<file path="config.mk">
export PLATFORM = sky130hd
export DESIGN_NAME = pc_gen_flat
export DESIGN_NICKNAME = d
export VERILOG_FILES = /design/src/rtl/pc_gen_pkg.sv /design/src/rtl/pc_gen_if.sv /design/src/rtl/pc_redirect_buf.sv /design/src/rtl/pc_gen.sv /design/src/flat_wrapper.sv
export SDC_FILE = /design/constraint.sdc
export NUM_CORES = 1
export LEC_CHECK = 0
export ABC_AREA = 0
export BUFFER_PORTS_ARGS = -buffer_cell sky130_fd_sc_hd__buf_2
export CORE_AREA = 2 2 113 115
export CTS_BUF_LIST = sky130_fd_sc_hd__clkbuf_4 sky130_fd_sc_hd__clkbuf_8
export DETAILED_ROUTE_END_ITERATION = 7
export DIE_AREA = 0 0 115 117
export GPL_TIMING_DRIVEN = 0
export SETUP_SLACK_MARGIN = 0.15
export SYNTH_ARGS = -nofsm -noshare
export SYNTH_HDL_FRONTEND = slang
export SYNTH_SLANG_ARGS = --single-unit
</file>
<file path="constraint.sdc">
create_clock -name clk -period 3.3 [get_ports clk]
set_input_delay 0.66 -clock clk [delete_from_list [all_inputs] [get_ports clk]]
set_output_delay 0.66 -clock clk [all_outputs]
set_load 0.02 [all_outputs]
</file>
<file path="src/rtl/pc_gen_pkg.sv">
// pc_gen_pkg: shared state encoding and default constants for the program
// counter / fetch-request generator and its pending-redirect buffer.
package pc_gen_pkg;

    typedef enum logic [1:0] {
        BOOT    = 2'd0,
        ISSUE   = 2'd1,
        STALLED = 2'd2
    } pc_state_e;

    localparam logic [31:0] RESET_VECTOR_DEFAULT = 32'h0000_0000;
    localparam int          INCR_DEFAULT         = 4;

    function automatic logic is_word_aligned(input logic [1:0] low_bits);
        return (low_bits == 2'b00);
    endfunction

endpackage

</file>
<file path="src/rtl/pc_gen_if.sv">
// pc_gen_if: fetch-request handshake between the PC generator (master)
// and the instruction fetch stage (slave).
interface pc_gen_if #(
    parameter int XLEN = 32
);

    logic            fetch_valid;
    logic            fetch_ready;
    logic [XLEN-1:0] fetch_pc;
    logic [XLEN-1:0] pc_plus_incr;

    modport master (
        output fetch_valid,
        output fetch_pc,
        output pc_plus_incr,
        input  fetch_ready
    );

    modport slave (
        input  fetch_valid,
        input  fetch_pc,
        input  pc_plus_incr,
        output fetch_ready
    );

endinterface

</file>
<file path="src/rtl/pc_redirect_buf.sv">
// pc_redirect_buf: one-entry holding register for a redirect that arrives
// while a fetch request is still waiting to be accepted. A trap always
// overwrites the entry; a branch redirect never displaces a pending trap.
module pc_redirect_buf #(
    parameter int XLEN = 32
) (
    input  logic            clk,
    input  logic            rst,
    input  logic            clear_i,
    input  logic            capture_i,
    input  logic            trap_valid_i,
    input  logic [XLEN-1:0] trap_target_i,
    input  logic            redirect_valid_i,
    input  logic [XLEN-1:0] redirect_target_i,
    output logic            pending_valid_o,
    output logic [XLEN-1:0] pending_target_o
);

    logic            valid_q,   valid_d;
    logic            is_trap_q, is_trap_d;
    logic [XLEN-1:0] target_q,  target_d;

    // Decide the next entry contents: clearing wins, then a trap, then a redirect that may not displace a trap.
    always_comb begin
        valid_d   = valid_q;
        is_trap_d = is_trap_q;
        target_d  = target_q;
        if (clear_i) begin
            valid_d   = 1'b0;
            is_trap_d = 1'b0;
            target_d  = '0;
        end else if (capture_i) begin
            if (trap_valid_i) begin
                valid_d   = 1'b1;
                is_trap_d = 1'b1;
                target_d  = trap_target_i;
            end else if (redirect_valid_i && !(valid_q && is_trap_q)) begin
                valid_d   = 1'b1;
                is_trap_d = 1'b0;
                target_d  = redirect_target_i;
            end
        end
    end

    // Entry register, emptied asynchronously on reset.
    always_ff @(posedge clk or posedge rst) begin
        if (rst) begin
            valid_q   <= 1'b0;
            is_trap_q <= 1'b0;
            target_q  <= '0;
        end else begin
            valid_q   <= valid_d;
            is_trap_q <= is_trap_d;
            target_q  <= target_d;
        end
    end

    assign pending_valid_o  = valid_q;
    assign pending_target_o = target_q;

endmodule

</file>
<file path="src/rtl/pc_gen.sv">
// pc_gen: program counter and fetch-request generator. Issues the PC over a
// valid/ready handshake, steps by INCR, and takes trap/branch redirects with
// trap priority, parking one redirect while a request awaits acceptance.
// Optional build macro PC_ALIGN_CHECK_EN: rejects misaligned branch targets
// (pulsing misalign_o) and forces trap vectors to word alignment.
module pc_gen
    import pc_gen_pkg::*;
#(
    parameter int              XLEN         = 32,
    parameter logic [XLEN-1:0] RESET_VECTOR = XLEN'(RESET_VECTOR_DEFAULT),
    parameter int              INCR         = INCR_DEFAULT
) (
    input  logic            clk,
    input  logic            rst,
    input  logic            stall_i,
    input  logic            redirect_valid_i,
    input  logic [XLEN-1:0] redirect_target_i,
    input  logic            trap_valid_i,
    input  logic [XLEN-1:0] trap_vector_i,
    pc_gen_if.master        fetch_if,
`ifdef PC_ALIGN_CHECK_EN
    output logic            misalign_o,
`endif
    output logic            redirect_pending_o
);

    pc_state_e       state_q, state_d;
    logic [XLEN-1:0] pc_q, pc_d;
    logic [XLEN-1:0] pc_plus_incr;
    logic [XLEN-1:0] next_pc;
    logic [XLEN-1:0] trap_tgt;
    logic            redir_ok;
    logic            fetch_valid;
    logic            transfer;
    logic            pend_clear;
    logic            pend_capture;
    logic            pend_valid;
    logic [XLEN-1:0] pend_target;

`ifdef PC_ALIGN_CHECK_EN
    logic misalign_q, misalign_d;

    assign redir_ok   = redirect_valid_i && is_word_aligned(redirect_target_i[1:0]);
    assign misalign_d = redirect_valid_i && !is_word_aligned(redirect_target_i[1:0]);
    assign trap_tgt   = trap_vector_i & ~XLEN'(3);

    // Misalign flag is a one-cycle echo of a rejected branch target.
    always_ff @(posedge clk or posedge rst) begin
        if (rst) begin
            misalign_q <= 1'b0;
        end else begin
            misalign_q <= misalign_d;
        end
    end

    assign misalign_o = misalign_q;
`else
    assign redir_ok = redirect_valid_i;
    assign trap_tgt = trap_vector_i;
`endif

    assign pc_plus_incr = pc_q + XLEN'(INCR);
    assign fetch_valid  = (state_q == ISSUE);
    assign transfer     = fetch_valid && fetch_if.fetch_ready;

    assign next_pc = trap_valid_i ? trap_tgt          :
                     redir_ok     ? redirect_target_i :
                     pend_valid   ? pend_target       :
                                    pc_plus_incr;

    // Next state and PC: redirects land directly outside ISSUE, and inside ISSUE the PC only moves on a transfer.
    always_comb begin
        state_d      = state_q;
        pc_d         = pc_q;
        pend_clear   = 1'b0;
        pend_capture = 1'b0;
        case (state_q)
            BOOT, STALLED: begin
                if (trap_valid_i || redir_ok) begin
                    pc_d       = trap_valid_i ? trap_tgt : redirect_target_i;
                    pend_clear = 1'b1;
                end
                state_d = stall_i ? STALLED : ISSUE;
            end
            ISSUE: begin
                if (transfer) begin
                    pc_d       = next_pc;
                    pend_clear = 1'b1;
                    state_d    = stall_i ? STALLED : ISSUE;
                end else begin
                    pend_capture = 1'b1;
                end
            end
            default: begin
                state_d = BOOT;
            end
        endcase
    end

    // State and PC registers; reset drops any outstanding request.
    always_ff @(posedge clk or posedge rst) begin
        if (rst) begin
            state_q <= BOOT;
            pc_q    <= RESET_VECTOR;
        end else begin
            state_q <= state_d;
            pc_q    <= pc_d;
        end
    end

    pc_redirect_buf #(
        .XLEN (XLEN)
    ) u_redirect_buf (
        .clk               (clk),
        .rst               (rst),
        .clear_i           (pend_clear),
        .capture_i         (pend_capture),
        .trap_valid_i      (trap_valid_i),
        .trap_target_i     (trap_tgt),
        .redirect_valid_i  (redir_ok),
        .redirect_target_i (redirect_target_i),
        .pending_valid_o   (pend_valid),
        .pending_target_o  (pend_target)
    );

    assign fetch_if.fetch_valid  = fetch_valid;
    assign fetch_if.fetch_pc     = pc_q;
    assign fetch_if.pc_plus_incr = pc_plus_incr;
    assign redirect_pending_o    = pend_valid;

endmodule

</file>
<file path="src/flat_wrapper.sv">
// flat-port wrapper written by rule: the top's interface ports become plain ports
module pc_gen_flat import pc_gen_pkg::*;
#(
    parameter int              XLEN         = 32,
    parameter logic [XLEN-1:0] RESET_VECTOR = XLEN'(RESET_VECTOR_DEFAULT),
    parameter int              INCR         = INCR_DEFAULT
)
  (clk, rst, stall_i, redirect_valid_i, redirect_target_i, trap_valid_i, trap_vector_i, redirect_pending_o, fetch_if_fetch_valid, fetch_if_fetch_pc, fetch_if_pc_plus_incr, fetch_if_fetch_ready);
  pc_gen_if #(.XLEN(XLEN)) fetch_if_i ();
  input  logic clk;
  input  logic rst;
  input  logic stall_i;
  input  logic redirect_valid_i;
  input  logic [XLEN-1:0] redirect_target_i;
  input  logic trap_valid_i;
  input  logic [XLEN-1:0] trap_vector_i;
  output logic redirect_pending_o;
  output wire logic [$bits(fetch_if_i.fetch_valid)-1:0] fetch_if_fetch_valid;
  output wire logic [$bits(fetch_if_i.fetch_pc)-1:0] fetch_if_fetch_pc;
  output wire logic [$bits(fetch_if_i.pc_plus_incr)-1:0] fetch_if_pc_plus_incr;
  input wire logic [$bits(fetch_if_i.fetch_ready)-1:0] fetch_if_fetch_ready;
  assign fetch_if_fetch_valid = fetch_if_i.fetch_valid;
  assign fetch_if_fetch_pc = fetch_if_i.fetch_pc;
  assign fetch_if_pc_plus_incr = fetch_if_i.pc_plus_incr;
  assign fetch_if_i.fetch_ready = fetch_if_fetch_ready;
  pc_gen #(.XLEN(XLEN), .RESET_VECTOR(RESET_VECTOR), .INCR(INCR)) u_core (.clk(clk), .rst(rst), .stall_i(stall_i), .redirect_valid_i(redirect_valid_i), .redirect_target_i(redirect_target_i), .trap_valid_i(trap_valid_i), .trap_vector_i(trap_vector_i), .fetch_if(fetch_if_i), .redirect_pending_o(redirect_pending_o));
endmodule
</file>
==> results.yml, run 1 <==
finish:
  antenna_cells: 0
  area_growth_pct: 24.41
  multi_input_area_um2: 2347
  fin_util: 0.4340
  fillers: 1268
  drive_above_1_share: 0.3033
  layout.nets: 699
  register_area_um2: 1702
cts:
  clkLatencyLatePin_ns: 0.35
  ctsLongestPathBuffers: 2
  clock_sinks: 68
  cts_setup_buffers: 0
  clockRootBuffer: "clkbuf_8"
  htreeDepth: 3
  cts_tree: "built"
  cts-buffers-inserted: 9
  cts_resized: 0
  clk_pin_slew_ns: 0.08
  holdBufCountCts: 0
floorplan:
  die_height_um: 117
  start_util: 0.3489
  ios: 136
  die_width_um: 115
  coreArea_um2: 12310
  core.rowCount: 41
  die_area_um2: 13460
logic_synthesis:
  synthSimpleGateAreaFrac: 0.1789
  synth-seq-cells: 68
  synthMuxAreaShare: 0.09496
  yosys_warnings: 0
  synthAdderAreaFrac: 0.002913
  ys_types: 57
  synth_top_family_by_area: "compound AO/OA/AOI/OAI gates"
  synth-xor-area-share: 0.05505
  synth-compound-area-share: 0.2147
  avgSynthCellArea_um2: 8.856
  synth_flop_cell: "dfrtp_1"
  synthArstFlopShare: 1.000
  synth_area_um2: 4295
  syn-instance-count: 485
  ys_seq_area_frac: 0.3962
  synth_nets: 556
  synth_edf_count: 0
detailed_routing:
  routed_wl_mm: 14.65
  drt_iter0_drc: 327
  drcViolationCount: 0
  antenna_left: 0
  firstDrtPassIters: 5
  viasPerCell: 5.645
  wl_per_cell_um: 18.71
  vias: 4420
placement:
  pre_cts_slack_ns: 0.5747
  hpwl_mm: 10.55
  io_buffers: 132
  gp_congestion: 0.8570
worst_setup_path:
  rrSetupSlack_ns: 1.02
  slowest_stage: "dfrtp_1"
  timing.rr.start: "u_core.u_redirect_buf.pending_valid_o$_DFFE_PP0P_"
  crit_type: "flip-flop to output pin"
  worstPathCellList: "ha_1, clkbuf_2, and4_1, buf_4, nand4_1, xnor2_1, buf_2"
  setup.worst_path.end: "fetch_if_pc_plus_incr[22]"
  crit_fanout: 9
  start_kind: "flip-flop"
  crit_family: "buffers and inverters"
  required_ns: 2.64
  endpoint_kind: "output pin"
  cpPeakStageDelay_ns: 0.51
  crit_start: "u_core.fetch_if.fetch_pc[2]$_DFFE_PP0P_"
  path_buf_inv: 3
  crit_arrival_ns: 2.22
  ff2ff_path_depth: 6
  r2r-end: "u_core.fetch_if.fetch_pc[1]$_DFFE_PP0P_"
  path_depth: 7
global_route:
  antenna_found_initial: 0
  grt_use_total: 0.2198
  grt_pass1_wl_mm: 22.89
  grt_pass1_vias: 4260
  grt_max_degree: 69
  gr-total-overflow: 0
timing:
  hold_violations: 0
  max_freq_ghz: 0.3470
  min_period_over_period: 0.8733
  worst_slew_pin_slew_ns: 0.8723
  relSlewSlack: 0.4185
  rsz0062_at_grt: "false"
  worst_slack_ns: 0.4180
  setup_violations: 0
  skew_ns: 0.01306
  slew_viol_final: 0
  period_needed_ns: 2.882
worst_hold_path:
  hold_class: "input pin to async pin"
outcome:
  status: "finished clean"
flow_run:
  cap_violations: 0
pwr:
  power_leakage_nw: 2.485
  ir_worst_vdd_mv: 0.1941
  power_density_nw_per_um2: 586.7
-- how the worst min path moves through the flow --
stage,from,to,depth (start not counted)
final,rst,u_core.fetch_if.fetch_pc[4]$_DFFE_PP0P_,2
after detailed placement,u_core.u_redirect_buf.pending_target_o[12]$_DFFE_PP0P_,u_core.u_redirect_buf.pending_target_o[12]$_DFFE_PP0P_,2
after CTS,u_core.u_redirect_buf.pending_target_o[12]$_DFFE_PP0P_,u_core.u_redirect_buf.pending_target_o[12]$_DFFE_PP0P_,2
after global routing,u_core.u_redirect_buf.pending_target_o[7]$_DFFE_PP0P_,u_core.u_redirect_buf.pending_target_o[7]$_DFFE_PP0P_,2
after global placement,u_core.u_redirect_buf.pending_target_o[12]$_DFFE_PP0P_,u_core.u_redirect_buf.pending_target_o[12]$_DFFE_PP0P_,2
after floorplan,u_core.u_redirect_buf.pending_target_o[12]$_DFFE_PP0P_,u_core.u_redirect_buf.pending_target_o[12]$_DFFE_PP0P_,2
-- worst register-to-register path, delay by kind of cell, from the launching register on --
family | cells | cell delay [ns]
buf+inv | 2 | 1.14
simple gates | 2 | 0.31
compound gates | 2 | 0.24
flops | 1 | 0.47
-- per-stage QoR --
| stage | area [um2] | std cells | setup TNS (ns) | total power [mW] | hold WS, ns |
|---|---|---|---|---|---|
| 3_3_place_gp | 5144 | 767 | -1.632 | 2.414 | 0.4584 |
| 2_1_floorplan | 4295 | 485 | 0 | 1.963 | 0.4434 |
| 4_1_cts | 5343 | 783 | 0 | 3.141 | 0.4813 |
| 5_1_grt | 5344 | 783 | 0 | 3.309 | 0.5088 |
| 3_5_place_dp | 5146 | 767 | 0 | 2.442 | 0.4649 |
| 6_report | 5344 | 783 | 0 | 3.135 | 0.4799 |
-- cells by family (layout without fill, tap and decap cells) --
family,count (synthesis),count (layout)
muxes,40,40
AOI/OAI and AO/OA,150,150
buffers and inverters,49,197
xor gates and xnor gates,27,27
adders and majority gates,1,1
and+or+nand+nor,150,150
DFF,68,68
-- synthesized netlist by cell type (all sizes together), types with 2 or more instances --
library cell / number / area [um2]
buf: 27 / 163.9
a31oi: 6 / 37.54
o2bb2ai: 2 / 17.52
a21oi: 36 / 180.2
a2bb2oi: 3 / 26.28
nand2: 59 / 226.5
inv: 7 / 26.27
o22a: 3 / 26.28
o31ai: 2 / 15.01
nand3: 18 / 95.09
a221o: 2 / 20.02
a211oi: 5 / 37.54
or3: 3 / 18.77
o311ai: 6 / 52.55
xor2: 7 / 61.31
nor2: 21 / 86.33
o21ai: 63 / 315.3
mux2: 6 / 67.56
xnor2: 20 / 175.2
dfrtp: 68 / 1702
clkbuf: 15 / 56.30
nand2b: 4 / 25.02
and4: 6 / 55.05
mux2i: 34 / 340.3
o21a: 2 / 15.01
a22o: 8 / 70.07
nand4: 14 / 87.58
nor3: 9 / 45.04
o22ai: 2 / 12.51
and3: 9 / 61.31
-- sequential cells by signal, summed over array words and instances (netlist names) --
signal / flops
u_core.u_redirect_buf.is_trap_q: 1
u_core.fetch_if.fetch_pc: 32
u_core.u_redirect_buf.pending_valid_o: 1
u_core.u_redirect_buf.pending_target_o: 32
u_core.state_q: 2
-- per-layer routing --
metal  track usage  up-vias  routed length [um]
met4       0.06827        0                 227
met5             0        -                   0
met1        0.2892     2145                6286
met2        0.3733      198                7095
met3       0.03605       21                1039
li1              -     2056                   -
-- final cells by class --
class                   instances  share of cell area
plain buffers                  42             0.04144
clock buffers                  10             0.02458
clock inverters                 6             0.01218
inverters                       7            0.005385
multi-input cells             368              0.4392
flip-flops and latches         68              0.3184
well taps                     150             0.03512
repair buffers                132              0.1236
-- cell usage in the layout (no fill, tap or decap), types with 9 or more instances in the layout --
cell type / Yosys / layout
nand3_1: 17 / 17
nand2_1: 57 / 57
clkbuf_1: 15 / 14
clkbuf_8: 0 / 9
nand4_1: 14 / 14
nor3_1: 9 / 9
buf_2: 17 / 149
o21ai_0: 63 / 63
mux2i_1: 34 / 34
dfrtp_1: 68 / 68
xnor2_1: 20 / 20
a21oi_1: 36 / 36
nor2_1: 20 / 20
-- report_power, final --
| part | internal (mW) | switching [mW] |
|---|---|---|
| logic | 0.463 | 0.801 |
| clock network | 0.356 | 0.351 |
| registers | 0.971 | 0.193 |
Note: power is estimated with default switching activity, not from simulation.
==> inputs of run 2 (changes only) <==
--- a/config.mk
+++ b/config.mk
@@ -13,6 +13,7 @@
 export DIE_AREA = 0 0 115 117
 export GPL_TIMING_DRIVEN = 0
 export SETUP_SLACK_MARGIN = 0.15
+export SKIP_CTS_REPAIR_TIMING = 1
 export SYNTH_ARGS = -nofsm -noshare
 export SYNTH_HDL_FRONTEND = slang
 export SYNTH_SLANG_ARGS = --single-unit
==> constraint.sdc (replaced) <==
create_clock -name clk -period 3.6 [get_ports clk]
set_input_delay 0.72 -clock clk [delete_from_list [all_inputs] [get_ports clk]]
set_output_delay 0.72 -clock clk [all_outputs]
set_load 0.02 [all_outputs]
==> results.yml, run 2 (synthesized netlist as in run 1, its figures left out) <==
outcome:
  status: "finished clean"
worst_hold_path:
  min_to: "u_core.u_redirect_buf.pending_target_o[12]$_DFFE_PP0P_"
  hold_depth: 2
  hp-start: "u_core.u_redirect_buf.pending_target_o[12]$_DFFE_PP0P_"
  hold_class: "flip-flop to flip-flop"
timing:
  max_freq_ghz: 0.3163
  skew_ns: 0.01312
  relSlewSlack: 0.4227
  min_period_over_period: 0.8782
  slew_viol_final: 0
  setup_violations: 0
  hold_violations: 0
  worst_slew_pin_slew_ns: 0.8659
  rsz0062_at_grt: "false"
  period_needed_ns: 3.162
  tns_ns: 0
pwr:
  power_leakage_nw: 2.482
  ir_worst_vdd_mv: 0.1773
  power_density_nw_per_um2: 537.6
global_route:
  grt_use_total: 0.2198
  grt_pass1_wl_mm: 22.89
  gr-total-overflow: 0
  antenna_found_initial: 0
  grt_pass1_vias: 4260
  grt_max_degree: 69
detailed_routing:
  vias: 4406
  firstDrtPassIters: 5
  antenna_left: 0
  routed_wl_mm: 14.62
  drcViolationCount: 0
  drt_iter0_drc: 330
  wl_per_cell_um: 18.67
  viasPerCell: 5.627
cts:
  ctsLongestPathBuffers: 2
  clock_sinks: 68
  cts_tree: "built"
  cts-buffers-inserted: 9
  clk_pin_slew_ns: 0.08
  htreeDepth: 3
  clockRootBuffer: "clkbuf_8"
  clkLatencyLatePin_ns: 0.35
worst_setup_path:
  r2r-end: "u_core.fetch_if.fetch_pc[1]$_DFFE_PP0P_"
  endpoint_kind: "output pin"
  crit_arrival_ns: 2.44
  ff2ff_path_depth: 6
  timing.rr.start: "u_core.u_redirect_buf.pending_valid_o$_DFFE_PP0P_"
  crit_fanout: 9
  required_ns: 2.88
  rrSetupSlack_ns: 1.33
  crit_type: "flip-flop to output pin"
  start_kind: "flip-flop"
finish:
  instances_no_fill: 783
  fillers: 1266
  stdcell_area_um2: 5343
  antenna_cells: 0
  drive_above_1_share: 0.3017
  layout_common_cells: "buf_2 (149), dfrtp_1 (68), o21ai_0 (63)"
  area_growth_pct: 24.38
  layout_commonest_cell: "buf_2"
  layout.nets: 699
placement:
  dpl.cell_count: 767
  io_buffers: 132
  place_area_um2: 5146
  gp_congestion: 0.8570
  hpwl_mm: 10.55
floorplan:
  die_area_um2: 13460
  coreArea_um2: 12310
  core.rowCount: 41
  start_util: 0.3489
  die_width_um: 115
  die_height_um: 117
  ios: 136
flow_run:
  cap_violations: 0
run 2: worst max-delay path by stage:
stage,from,to,cells after the start
2_1_floorplan,u_core.fetch_if.fetch_pc[2]$_DFFE_PP0P_,fetch_if_pc_plus_incr[22],6
3_3_place_gp,rst,u_core.fetch_if.fetch_pc[26]$_DFFE_PP0P_,2
3_5_place_dp,u_core.fetch_if.fetch_pc[2]$_DFFE_PP0P_,fetch_if_pc_plus_incr[22],7
4_1_cts,u_core.fetch_if.fetch_pc[2]$_DFFE_PP0P_,fetch_if_pc_plus_incr[22],7
5_1_grt,u_core.fetch_if.fetch_pc[2]$_DFFE_PP0P_,fetch_if_pc_plus_incr[22],7
6_report,u_core.fetch_if.fetch_pc[2]$_DFFE_PP0P_,fetch_if_pc_plus_incr[22],7
run 2: power by group:
group	internal (mW)	switching [mW]	total, mW	leakage, nW
clock network	0.326	0.321	0.647	0.0879
logic	0.424	0.734	1.16	1.54
registers	0.890	0.176	1.07	0.856
run 2: per-stage QoR:
step | setup slack, ns | utilization | power, mW | hold slack, ns
after floorplan | 1.026 | - | 1.799 | 0.4434
after global placement | 0.2114 | 0.4178 | 2.213 | 0.4584
after detailed placement | 0.8147 | 0.4180 | 2.239 | 0.4649
after CTS | 0.4416 | 0.4339 | 2.879 | 0.4813
after global routing | 0.2690 | 0.4339 | 3.032 | 0.5088
final | 0.4383 | 0.4339 | 2.872 | 0.4799
run 2: worst max-delay path, cell delays in order (launching register included):
cell and delay [ns]:
dfrtp_1 0.51, ha_1 0.19, clkbuf_1 0.39, and4_1 0.27, buf_4 0.18, nand4_1 0.19, xnor2_1 0.18, buf_2 0.18
run 2: layer usage:
| layer | global-route usage | vias up | wire, um |
|---|---|---|---|
| met1 | 0.2892 | 2131 | 6246 |
| met3 | 0.03605 | 17 | 1042 |
| met5 | 0 | - | 0 |
| met2 | 0.3733 | 202 | 7114 |
| met4 | 0.06827 | 0 | 217 |
| li1 | - | 2056 | - |
run 2: cell type report:
type / count / area (um2) / share of cell area
multi-input combinational: 368 / 2347 / 0.4393
sequential: 68 / 1702 / 0.3185
timing repair buffer: 132 / 660.6 / 0.1237
buffer: 42 / 220.2 / 0.04122
tap: 150 / 187.7 / 0.03513
clock buffer: 10 / 131.4 / 0.02459
clock inverter: 6 / 65.06 / 0.01218
inverter: 7 / 28.78 / 0.005386
